--- config.mk ---
export PLATFORM = sky130hd
export DESIGN_NAME = truth_table_sweeper
export DESIGN_NICKNAME = d
export VERILOG_FILES = /design/src/rtl/truth_table_sweeper_pkg.sv /design/src/rtl/sweep_settle_timer.sv /design/src/rtl/truth_table_sweeper.sv
export SDC_FILE = /design/constraint.sdc
export NUM_CORES = 1
export LEC_CHECK = 0
export ABC_AREA = 0
export ABC_CLOCK_PERIOD_IN_PS = 4300
export BUFFER_PORTS_ARGS = -buffer_cell sky130_fd_sc_hd__buf_2
export CORE_UTILIZATION = 46
export CTS_CLUSTER_SIZE = 25
export DETAILED_ROUTE_END_ITERATION = 12
export GPL_TIMING_DRIVEN = 1
export PLACE_DENSITY = 0.68
export SETUP_SLACK_MARGIN = 0.02
export SYNTH_ARGS = -nofsm -noshare
export SYNTH_HDL_FRONTEND = slang
export SYNTH_SLANG_ARGS = --single-unit
export TNS_END_PERCENT = 20
--- constraint.sdc ---
create_clock -name clk -period 4.3 [get_ports clk]
set_input_delay 0.43 -clock clk [delete_from_list [all_inputs] [get_ports clk]]
set_output_delay 0.43 -clock clk [all_outputs]
set_load 0.02 [all_outputs]
--- src/rtl/truth_table_sweeper_pkg.sv ---
`default_nettype none
// ============================================================================
//  Module      : truth_table_sweeper_pkg
//  Description : Shared types and constants for the truth-table sweeper.
//  Revision    : 1.0 - initial release
// ============================================================================
package truth_table_sweeper_pkg;

    // Sweep sequencer states
    typedef enum logic [1:0] {
        ST_IDLE   = 2'd0,
        ST_SETTLE = 2'd1,
        ST_SAMPLE = 2'd2,
        ST_DONE   = 2'd3
    } sweep_state_t;

    // Default geometry: four circuit inputs, four settle cycles per vector
    localparam int N_IN_DEF   = 4;
    localparam int SETTLE_DEF = 4;

    // Width of the settle timer; bounds SETTLE_CYCLES to 1..255
    localparam int TIMER_W = 8;

    // Golden truth table of lab circuit 2: out = ~(((A&B)|~C)&D)
    localparam logic [15:0] LAB2_GOLDEN = 16'h70FF;

endpackage : truth_table_sweeper_pkg
`default_nettype wire

--- src/rtl/sweep_settle_timer.sv ---
`default_nettype none
// ============================================================================
//  Module      : sweep_settle_timer
//  Description : Load/decrement counter that times how long each vector is
//                held before sampling. zero is high once the count runs out.
//  Revision    : 1.0 - initial release
// ============================================================================
module sweep_settle_timer
    import truth_table_sweeper_pkg::*;
#(
    parameter int SETTLE_CYCLES = SETTLE_DEF
) (
    input  logic clk,
    input  logic rst_n,
    input  logic load,
    output logic zero
);

    // A zero settle time is meaningless and larger values overflow the timer
    if ((SETTLE_CYCLES < 1) || (SETTLE_CYCLES > 255)) begin : g_bad_settle
        $error("SETTLE_CYCLES must be within 1..255");
    end

    // Load SETTLE_CYCLES-1 so that, together with the SAMPLE cycle, each
    // vector is held for SETTLE_CYCLES+1 clocks
    localparam logic [TIMER_W-1:0] c_RELOAD = TIMER_W'(SETTLE_CYCLES - 1);

    logic [TIMER_W-1:0] r_count;

    // Reload on request, otherwise count down and park at zero
    always_ff @(posedge clk or negedge rst_n) begin
        if (!rst_n) begin
            r_count <= '0;
        end else if (load) begin
            r_count <= c_RELOAD;
        end else if (r_count != '0) begin
            r_count <= r_count - TIMER_W'(1);
        end
    end

    assign zero = (r_count == '0);

endmodule : sweep_settle_timer
`default_nettype wire

--- src/rtl/truth_table_sweeper.sv ---
`default_nettype none
// ============================================================================
//  Module      : truth_table_sweeper
//  Description : Steps a small combinational circuit through every input
//                vector, samples its output after a settle time, builds the
//                measured truth table and compares it to a latched golden one.
//  Revision    : 1.0 - initial release
// ============================================================================
module truth_table_sweeper
    import truth_table_sweeper_pkg::*;
#(
    parameter int N_IN          = N_IN_DEF,
    parameter int SETTLE_CYCLES = SETTLE_DEF
) (
    input  logic                   clk,
    input  logic                   rst_n,
    input  logic                   start,
    input  logic [(1<<N_IN)-1:0]   expected,
    output logic [N_IN-1:0]        dut_in,
    input  logic                   dut_out,
    output logic                   busy,
    output logic                   done,
    output logic [(1<<N_IN)-1:0]   result,
    output logic                   pass,
    output logic [N_IN:0]          mismatch_count
);

    localparam int c_VECTORS = 1 << N_IN;

    sweep_state_t           r_state;
    logic [N_IN-1:0]        r_idx;
    logic [c_VECTORS-1:0]   r_exp;
    logic [c_VECTORS-1:0]   r_result;
    logic [N_IN:0]          r_mm;
    logic                   r_pass;
    logic                   r_done;
    logic                   r_busy;

    logic                   w_timer_load;
    logic                   w_timer_zero;
    logic                   w_last;
    logic                   w_mismatch;
    logic [N_IN:0]          w_mm_next;

    // Timer reload points, last-vector detect and running mismatch total
    always_comb begin
        w_last       = (r_idx == {N_IN{1'b1}});
        w_timer_load = ((r_state == ST_IDLE) && start) ||
                       ((r_state == ST_SAMPLE) && !w_last);
        w_mismatch   = dut_out ^ r_exp[r_idx];
        w_mm_next    = r_mm + (N_IN+1)'(w_mismatch);
    end

    sweep_settle_timer #(
        .SETTLE_CYCLES (SETTLE_CYCLES)
    ) u_settle_timer (
        .clk   (clk),
        .rst_n (rst_n),
        .load  (w_timer_load),
        .zero  (w_timer_zero)
    );

    // Sweep sequencer: all outputs registered; the index doubles as dut_in
    // so the applied vector only moves on the start edge or leaving SAMPLE
    always_ff @(posedge clk or negedge rst_n) begin
        if (!rst_n) begin
            r_state  <= ST_IDLE;
            r_idx    <= '0;
            r_exp    <= '0;
            r_result <= '0;
            r_mm     <= '0;
            r_pass   <= 1'b0;
            r_done   <= 1'b0;
            r_busy   <= 1'b0;
        end else begin
            r_done <= 1'b0;
            case (r_state)
                ST_IDLE: begin
                    if (start) begin
                        r_state  <= ST_SETTLE;
                        r_idx    <= '0;
                        r_exp    <= expected;
                        r_result <= '0;
                        r_mm     <= '0;
                        r_pass   <= 1'b0;
                        r_busy   <= 1'b1;
                    end
                end
                ST_SETTLE: begin
                    if (w_timer_zero) begin
                        r_state <= ST_SAMPLE;
                    end
                end
                ST_SAMPLE: begin
                    r_result[r_idx] <= dut_out;
                    r_mm            <= w_mm_next;
                    if (w_last) begin
                        r_state <= ST_DONE;
                        r_busy  <= 1'b0;
                        r_done  <= 1'b1;
                        r_pass  <= (w_mm_next == '0);
                    end else begin
                        r_idx   <= r_idx + N_IN'(1);
                        r_state <= ST_SETTLE;
                    end
                end
                ST_DONE: begin
                    // Any start seen here is dropped; IDLE must be revisited
                    r_state <= ST_IDLE;
                end
                default: begin
                    r_state <= ST_IDLE;
                end
            endcase
        end
    end

    assign dut_in         = r_idx;
    assign busy           = r_busy;
    assign done           = r_done;
    assign result         = r_result;
    assign pass           = r_pass;
    assign mismatch_count = r_mm;

endmodule : truth_table_sweeper
`default_nettype wire

==> results of run 1 <==
-- path summary, 6_finish.rpt --
kind / cells after the start / endpoint / start
hold / removal: 2 / result[8]$_DFFE_PN0P_ / rst_n
max in group asynchronous: 2 / r_exp[8]$_DFFE_PN0P_ / rst_n
setup reg to reg: 8 / pass$_DFFE_PN0P_ / dut_in[1]$_DFFE_PN0P_
min in group clk: 3 / r_exp[8]$_DFFE_PN0P_ / expected[8]
hold reg to reg: 2 / r_exp[3]$_DFFE_PN0P_ / r_exp[3]$_DFFE_PN0P_
setup / recovery: 8 / pass$_DFFE_PN0P_ / dut_in[1]$_DFFE_PN0P_
-- cells by family after synthesis --
| kind of cell | after synthesis | synth area share, % |
|---|---|---|
| compound gates | 37 | 9.81 |
| xor+xnor | 9 | 2.97 |
| fa+ha+maj | 8 | 3.77 |
| buf+inv | 24 | 3.73 |
| flops | 54 | 50.9 |
| mux | 7 | 5.47 |
| simple gates | 136 | 23.3 |
-- cells in the mapped netlist, drive strengths merged, types with 2 or more instances --
library cell	instances	area (µm²)
and3	2	13.8
xor2	7	61.3
nor3	4	31.3
inv	7	26.3
nand4	14	87.6
clkbuf	13	48.8
dfrtp	54	1350
nor2	11	41.3
nor2b	5	31.3
nand3	11	55.1
o2111ai	3	26.3
a21oi	2	10.0
mux4	5	124
xnor2	2	17.5
nand2b	5	31.3
nand2	80	300
o311ai	4	35.0
and2	2	12.5
o211ai	11	82.6
o21ai	12	60.1
buf	4	23.8
ha	8	100
-- layout make-up --
type                    count  area share (%)
clock buffers               5            2.28
clock inverters             3           0.705
inverters                   7           0.871
multi-input cells         197            39.8
flip-flops and latches     54            44.8
well taps                  72            2.99
repair buffers             50            8.54
-- stage by stage --
step	instances	setup slack (ps)	hold slack, ps	area, µm²	utilization (%)
final	388	1450	226	3020	54.5
after global routing	388	1240	292	3020	54.5
after CTS	388	1400	252	3020	54.5
after detailed placement	380	1450	454	2930	52.8
after global placement	380	1480	453	2930	52.8
after floorplan	275	1510	134	2650	-
-- per-layer routing --
| layer | part of all wire, % | routed length [µm] |
|---|---|---|
| met3 | 4.5 | 244 |
| met4 | 0.71 | 38 |
| met2 | 47 | 2510 |
| met1 | 48 | 2590 |
| met5 | 0 | 0 |
-- sequential cells by signal, summed over array words and instances, names as in the netlist --
| signal | count |
|---|---|
| r_exp | 16 |
| busy | 1 |
| done | 1 |
| pass | 1 |
| result | 16 |
| u_settle_timer.r_count | 8 |
| dut_in | 4 |
| r_state | 2 |
| mismatch_count | 5 |
-- worst max-delay path, delay by kind of cell (launching register included) --
| family | cells | cell delay, ps |
|---|---|---|
| compound gates | 1 | 140 |
| fa+ha+maj | 2 | 490 |
| xor+xnor | 1 | 160 |
| mux | 2 | 1080 |
| flops | 1 | 550 |
| simple gates | 2 | 360 |
-- power breakdown --
| part | leakage, nW | switching (mW) | total [mW] | internal, mW |
|---|---|---|---|---|
| sequential | 0.710 | 0.0952 | 0.726 | 0.631 |
| combinational | 0.822 | 0.276 | 0.471 | 0.195 |
| clock | 0.0441 | 0.173 | 0.288 | 0.115 |
| total | 1.58 | 0.544 | 1.49 | 0.941 |
==> reports/results.tsv, run 1 <==
stage	metric	value	unit
final_layout	final_nets	343	
synth	ys_ff_latch	54	
clock_network	cts_sinks	54	
power_and_ir_drop	ir_drop	0.193	mV
final_layout	drive_gt1_share	20.3	%
grt	grt_pass1_vias	1956	
clock_network	cts_tree	built	
final_layout	multiInputGateArea	1200	µm²
clock_network	hold_buffers	0	
clock_network	post-cts-setup-buffers	0	
final_layout	fill_cells	544	
routing	dr.pass1.iters	4	
die	ios	48	
clock_network	clockBufferDepth	2	
synth	postSynthCellCount	275	
grt	use_met2	30.8	%
grt	grt_busiest_layer	met2	
worst_setup_path	critPathLaunchType	register	
synth	avgSynthCellArea	9.65	µm²
clock_network	clk_pin_slew	110	ps
sta	finClkSkew	17.2	ps
place	io_buffers	47	
clock_network	cts_made_buffers	5	
routing	vias_per_cell	5.38	
routing	wire_per_inst	13.9	µm
routing	drt_iter0_drc	201	
sta	drv_slew	0	
synth	syn_area	2650	µm²
grt	grt_pass1_wl	9.20	mm
final_layout	seqCellArea	1350	µm²
worst_setup_path	cp_max_fo	9	
die	dieWidth	77.9	µm
final_layout	mostFrequentLayoutCell	nand2_1	
routing	drc_errors	0	
sta	worst_pin_slew	777	ps
power_and_ir_drop	power_density	492	nW/µm²
grt	grt_usage	19.1	%
sta	final-setup-viol-count	0	
synth	synth.yosys.seq_area_share	50.9	%
routing	ant_nets	0	
synth	yosys_warnings	0	
clock_network	worstSkewPairLatency	320	ps
worst_setup_path	worstPathArrival	3100	ps
outcome	outcome	finished, final reports clean	
power_and_ir_drop	p_leak	1.58	nW
die	die_h	77.9	µm
grt	grt_overflow	0	
clock_network	h-tree-depth	2	
grt	grt_max_degree	55	
worst_setup_path	crit_type	register to register	
grt	met3_usage	4.12	%
worst_setup_path	r2r_slack	1450	ps
die	rows	27	
worst_setup_path	slowest_stage	mux4_1	
worst_setup_path	endpoint_kind	register	
synth	synthFlopType	dfrtp_1	
place	place.gp.congestion	0.781	
flow_run	cap_viol_max_count	0	
worst_setup_path	cpPeakStageDelay	590	ps
grt	antenna_found_initial	0	
sta	finalCritPeriodShare	66.3	%
routing	drt-total-wl	5.39	mm
sta	period_minus_slack	2850	ps
sta	slew_headroom	48.2	%
worst_hold_path	hold_path.class	primary input to asynchronous set/reset pin	
sta	rsz0062_at_grt	no	
die	die-area	6070	µm²
final_layout	mostFrequentLayoutCells	nand2_1 (80), dfrtp_1 (54), buf_2 (47), nand4_1 (14)	
worst_setup_path	required	4550	ps
place	hpwl	3.74	mm
synth	synth_edf_count	0	
grt	use_met1	26.5	%
sta	max_freq	351	MHz
routing	num_vias	2087	
synth	synth_fp_nets	303	
sta	fin_setup_tns	0	ps
final_layout	syn_to_final_growth	13.8	%
synth	async_flop_share	100	%
worst_setup_path	cp_cell_sequence	mux4_1 > mux4_2 > xor2_1 > ha_1 > ha_1 > nor4_1 > o2111ai_1 > nand2_1	
clock_network	cts-root-buf	clkbuf_8	
die	initial_core_util	47.9	%
worst_setup_path	crit_top_cell	ha_1	
power_and_ir_drop	finalPower	1.49	mW
die	coreArea	5540	µm²
synth	synth_cell_types	37	
final_layout	n_antenna_cell	0	
sta	hold_viol_final	0	
clock_network	cts-resized-gates	0	
Note: power is estimated with default switching activity, not from simulation.
==> run 2: changes to the inputs <==
- ABC_CLOCK_PERIOD_IN_PS: 4300 -> 2620
- PLACE_DENSITY: 0.68 -> 0.7
- clock period: 4.3 -> 2.62 ns (I/O delays scaled with it)
==> run 2 against run 1 <==
Compared with the run above:
- the flow now finishes with violations (negative setup slack)
- power is 67% higher
- final area is 1.6% higher
- sequential power is 63% higher
- critical path depth stayed put
- wire length is 2.6% higher
- clock skew is 8.4 ps lower
- die area stayed put
- largest power group unchanged
==> reports/results.tsv, run 2 (synthesis results as in run 1) <==
stage	metric	value	unit
clock_network	post-cts-setup-buffers	0	
final_layout	syn_to_final_growth	15.6	%
routing	num_vias	2088	
die	rows	27	
routing	wire_per_inst	14.1	µm
sta	fin_setup_tns	-6.01	ps
place	place_area	2960	µm²
grt	grt_overflow	0	
sta	final-setup-viol-count	1	
sta	hold_viol_final	0	
place	hpwl	3.87	mm
grt	grt_pass1_vias	1970	
place	dp_cells	384	
sta	period_minus_slack	2630	ps
grt	antenna_found_initial	0	
routing	dr.pass1.iters	5	
power_and_ir_drop	power_density	808	nW/µm²
die	ios	48	
clock_network	h-tree-depth	2	
final_layout	n_antenna_cell	0	
worst_setup_path	required	2880	ps
clock_network	cts-root-buf	clkbuf_8	
worst_setup_path	cp_max_fo	6	
grt	grt_max_degree	55	
clock_network	cts_made_buffers	5	
final_layout	mostFrequentLayoutCells	nand2_1 (80), dfrtp_1 (53), buf_2 (47), nand4_1 (14)	
sta	worst_pin_slew	794	ps
die	initial_core_util	47.9	%
die	dieWidth	77.9	µm
outcome	outcome	complete, but fails checks	
sta	finClkSkew	8.72	ps
place	place.gp.congestion	0.813	
sta	rsz0062_at_grt	yes	
power_and_ir_drop	finalPower	2.48	mW
die	die-area	6070	µm²
final_layout	utilization	55.3	%
final_layout	final_nets	347	
place	place_ws	-58.7	ps
flow_run	cap_viol_max_count	0	
routing	vias_per_cell	5.34	
sta	whs	54.1	ps
final_layout	final_cells	391	
clock_network	hold_buffers	0	
outcome	violations	negative setup slack	
clock_network	cts_tree	built	
die	die_h	77.9	µm
worst_setup_path	endpoint_kind	register	
sta	finalCritPeriodShare	100	%
power_and_ir_drop	ir_drop	0.424	mV
sta	setup_ws	-6.01	ps
sta	slew_headroom	47.1	%
die	coreArea	5540	µm²
power_and_ir_drop	p_leak	1.57	nW
worst_setup_path	crit_type	register to register	
final_layout	mostFrequentLayoutCell	nand2_1	
clock_network	worstSkewPairLatency	310	ps
sta	max_freq	381	MHz
grt	grt_pass1_wl	9.43	mm
final_layout	fin_area	3070	µm²
place	io_buffers	47	
worst_hold_path	hold_path.class	primary input to asynchronous set/reset pin	
routing	ant_nets	0	
grt	grt_usage	19.8	%
worst_setup_path	critPathLaunchType	register	
worst_setup_path	reg2regPathDepth	8	
worst_setup_path	worstPathArrival	2880	ps
clock_network	clk_pin_slew	90	ps
routing	drt_iter0_drc	111	
clock_network	clockBufferDepth	2	
clock_network	cts_sinks	54	
routing	drt-total-wl	5.53	mm
sta	drv_slew	0	
routing	drc_errors	0	
final_layout	drive_gt1_share	23.2	%
==> run 2: timing repair <==
item | 4_1_cts | 5_1_grt
resized for setup | 2 | 1
setup endpoints to repair | 1 | 2
pin swaps | 0 | 0
==> run 2: layer usage <==
layer	wire length, µm	GRT usage [%]	part of all wire, %	vias up
met3	250	4.24	4.5	5
met2	2560	31.4	46	58
li1	-	-	-	1038
met5	0	0	0	-
met1	2660	27.6	48	987
met4	51	5.19	0.92	0
==> run 2: path summary, 6_finish.rpt <==
path	startpoint	endpoint	slack, ps
max in group asynchronous	rst_n	dut_in[1]$_DFFE_PN0P_	2080
min reg2reg	r_exp[7]$_DFFE_PN0P_	r_exp[7]$_DFFE_PN0P_	480
max reg2reg	dut_in[1]$_DFFE_PN0P_	pass$_DFFE_PN0P_	-6
max	dut_in[1]$_DFFE_PN0P_	pass$_DFFE_PN0P_	-6
min in group clk	expected[3]	r_exp[3]$_DFFE_PN0P_	140
min	rst_n	mismatch_count[1]$_DFFE_PN0P_	50
==> run 2: final cells by class <==
cell class | instances | area, µm²
fillers | 531 | 2470
flip-flops and latches | 54 | 1350
multi-input cells | 197 | 1230
repair buffers | 54 | 288
well taps | 72 | 90.1
clock buffers | 6 | 72.6
inverters | 7 | 26.3
clock inverters | 1 | 7.51
==> run 2: worst max-delay path: stages, from the launching register on <==
cell,delay (ps)
dfrtp_2,460
mux4_2,520
mux4_2,500
xor2_1,170
ha_2,230
ha_4,210
nor4_4,270
o2111ai_1,140
nand2_1,80
==> run 2: where the power goes <==
part           internal, mW  total [mW]  switching (mW)
clock network         0.184       0.448           0.264
logic                 0.349       0.846           0.497
registers              1.04        1.18           0.148
total                  1.57        2.48           0.909
==> run 3: changes to the inputs <==
- MAX_ROUTING_LAYER: unset -> met4
==> run 3 against run 2 <==
Compared with the run above:
- the run still ends with negative setup slack left
- highest routed layer unchanged
- critical path type unchanged
- critical path depth stayed put
- combinational power about the same
- worst setup slack better by 1.7 ps
- non-clock buffer count unchanged
- first-iteration DRC count shrank 7.2%
- sequential cell count stayed put
==> reports/results.tsv, run 3 (synthesis results as in run 1) <==
stage	metric	value	unit
outcome	outcome	complete, but fails checks	
outcome	violations	negative setup slack	
clock_network	cts_tree	built	
sta	final-setup-viol-count	1	
worst_setup_path	worstPathArrival	2880	ps
clock_network	hold_buffers	0	
routing	drt-met1-wl	2.64	mm
final_layout	final_nets	347	
routing	num_vias	2099	
place	io_buffers	47	
sta	period_minus_slack	2620	ps
worst_setup_path	required	2880	ps
die	coreArea	5540	µm²
place	place_ws	-58.7	ps
power_and_ir_drop	clkPwrFrac	18.1	%
sta	finalCritPeriodShare	100	%
clock_network	h-tree-depth	2	
place	place.gp.congestion	0.825	
worst_setup_path	slowest_stage	mux4_2	
worst_setup_path	critical_path.top_delay_family	multiplexers	
flow_run	cap_viol_max_count	0	
final_layout	final_cells	391	
worst_setup_path	critPathLaunchType	register	
worst_setup_path	cp_max_fo	6	
sta	drv_slew	0	
routing	drt-total-wl	5.53	mm
routing	dr.pass1.iters	5	
power_and_ir_drop	sequentialPowerShare	47.7	%
power_and_ir_drop	switching_share	36.7	%
sta	finClkSkew	8.83	ps
grt	grt_max_degree	55	
power_and_ir_drop	p_comb_share	34.2	%
clock_network	cts-root-buf	clkbuf_8	
sta	hold_viol_final	0	
worst_setup_path	cpPeakStageDelay	510	ps
final_layout	syn_to_final_growth	15.6	%
place	place_area	2960	µm²
final_layout	mostFrequentLayoutCell	nand2_1	
sta	max_freq	381	MHz
routing	vias_per_cell	5.37	
routing	ant_nets	0	
worst_setup_path	cp_num_buf_inv	0	
clock_network	clk_pin_slew	90	ps
final_layout	utilization	55.3	%
grt	grt_pass1_wl	9.42	mm
power_and_ir_drop	ir_drop	0.424	mV
die	die-area	6070	µm²
routing	dr_wl_met2	2.58	mm
final_layout	fin_area	3070	µm²
worst_setup_path	crit_type	register to register	
worst_setup_path	endpoint_kind	register	
die	ios	48	
power_and_ir_drop	power_density	809	nW/µm²
grt	grt_pass1_vias	1970	
final_layout	mostFrequentLayoutCells	nand2_1 (80), dfrtp_1 (53), buf_2 (47), nand4_1 (14)	
routing	routed.top_layer	met4	
power_and_ir_drop	finalPower	2.48	mW
clock_network	cts_sinks	54	
power_and_ir_drop	internal_power	1.57	mW
place	dp_cells	384	
clock_network	worstSkewPairLatency	310	ps
sta	rsz0062_at_grt	yes	
die	initial_core_util	47.9	%
power_and_ir_drop	p_leak	1.57	nW
die	dieWidth	77.9	µm
final_layout	fill_cells	531	
routing	drc_errors	0	
place	hpwl	3.87	mm
grt	antenna_found_initial	0	
sta	fin_setup_tns	-4.32	ps
final_layout	n_antenna_cell	0	
routing	wl_met3	259	µm
clock_network	cts_made_buffers	5	
worst_setup_path	reg2regPathDepth	8	
worst_setup_path	crit_top_cell	mux4_2	
worst_setup_path	cp_cell_sequence	mux4_2 > mux4_2 > xor2_1 > ha_2 > ha_4 > nor4_4 > o2111ai_1 > nand2_1	
routing	wire_per_inst	14.1	µm
grt	grt_overflow	0	
sta	whs	54.7	ps
sta	slew_headroom	47.0	%
sta	setup_ws	-4.32	ps
clock_network	clockBufferDepth	2	
die	rows	27	
worst_setup_path	crit_cells	8	
die	die_h	77.9	µm
final_layout	drive_gt1_share	23.2	%
power_and_ir_drop	power.switching	0.910	mW
worst_hold_path	hold_path.class	primary input to asynchronous set/reset pin	
grt	grt_usage	20.4	%
sta	worst_pin_slew	795	ps
routing	drt_iter0_drc	103	
run 3: path summary, 6_finish.rpt:
check | from | to | slack (ps)
max | dut_in[1]$_DFFE_PN0P_ | pass$_DFFE_PN0P_ | -4
min | rst_n | mismatch_count[1]$_DFFE_PN0P_ | 50
max reg2reg | dut_in[1]$_DFFE_PN0P_ | pass$_DFFE_PN0P_ | -4
min reg2reg | r_exp[7]$_DFFE_PN0P_ | r_exp[7]$_DFFE_PN0P_ | 480
max in group asynchronous | rst_n | dut_in[1]$_DFFE_PN0P_ | 2080
min in group clk | expected[4] | r_exp[4]$_DFFE_PN0P_ | 140
run 3: layout make-up:
cell class | count | area [µm²] | area share, %
Clock inverter | 1 | 7.51 | 0.245
Timing Repair Buffer | 54 | 288 | 9.39
Inverter | 7 | 26.3 | 0.857
Clock buffer | 6 | 72.6 | 2.37
Multi-Input combinational cell | 197 | 1230 | 40.1
Tap cell | 72 | 90.1 | 2.94
Sequential cell | 54 | 1350 | 44.1
run 3: worst register-to-register path, stage by stage, from the launching register on:
cell and delay [ps]:
dfrtp_2 460, mux4_2 520, mux4_2 500, xor2_1 170, ha_2 230, ha_4 210, nor4_4 270, o2111ai_1 140
nand2_1 80
run 3: metal layers:
layer,vias to the layer above,GRT usage [%]
met4,0,5.19
met1,995,27.4
met5,-,-
met3,5,4.24
met2,62,31.6
li1,1037,-
run 3: repair_timing:
action                                  CTS  global route
endpoints found under the setup margin    1             2
buffers inserted                          0             0
gates resized for setup                   2             1
run 3: power by group through the flow:
stage | Sequential [mW] | Clock, mW | Combinational [mW]
2_1_floorplan | 1.19 | 0 | 0.609
3_3_place_gp | 1.20 | 0 | 0.787
3_5_place_dp | 1.20 | 0 | 0.819
4_1_cts | 1.18 | 0.461 | 0.848
5_1_grt | 1.21 | 0.494 | 0.957
6_report | 1.18 | 0.448 | 0.847
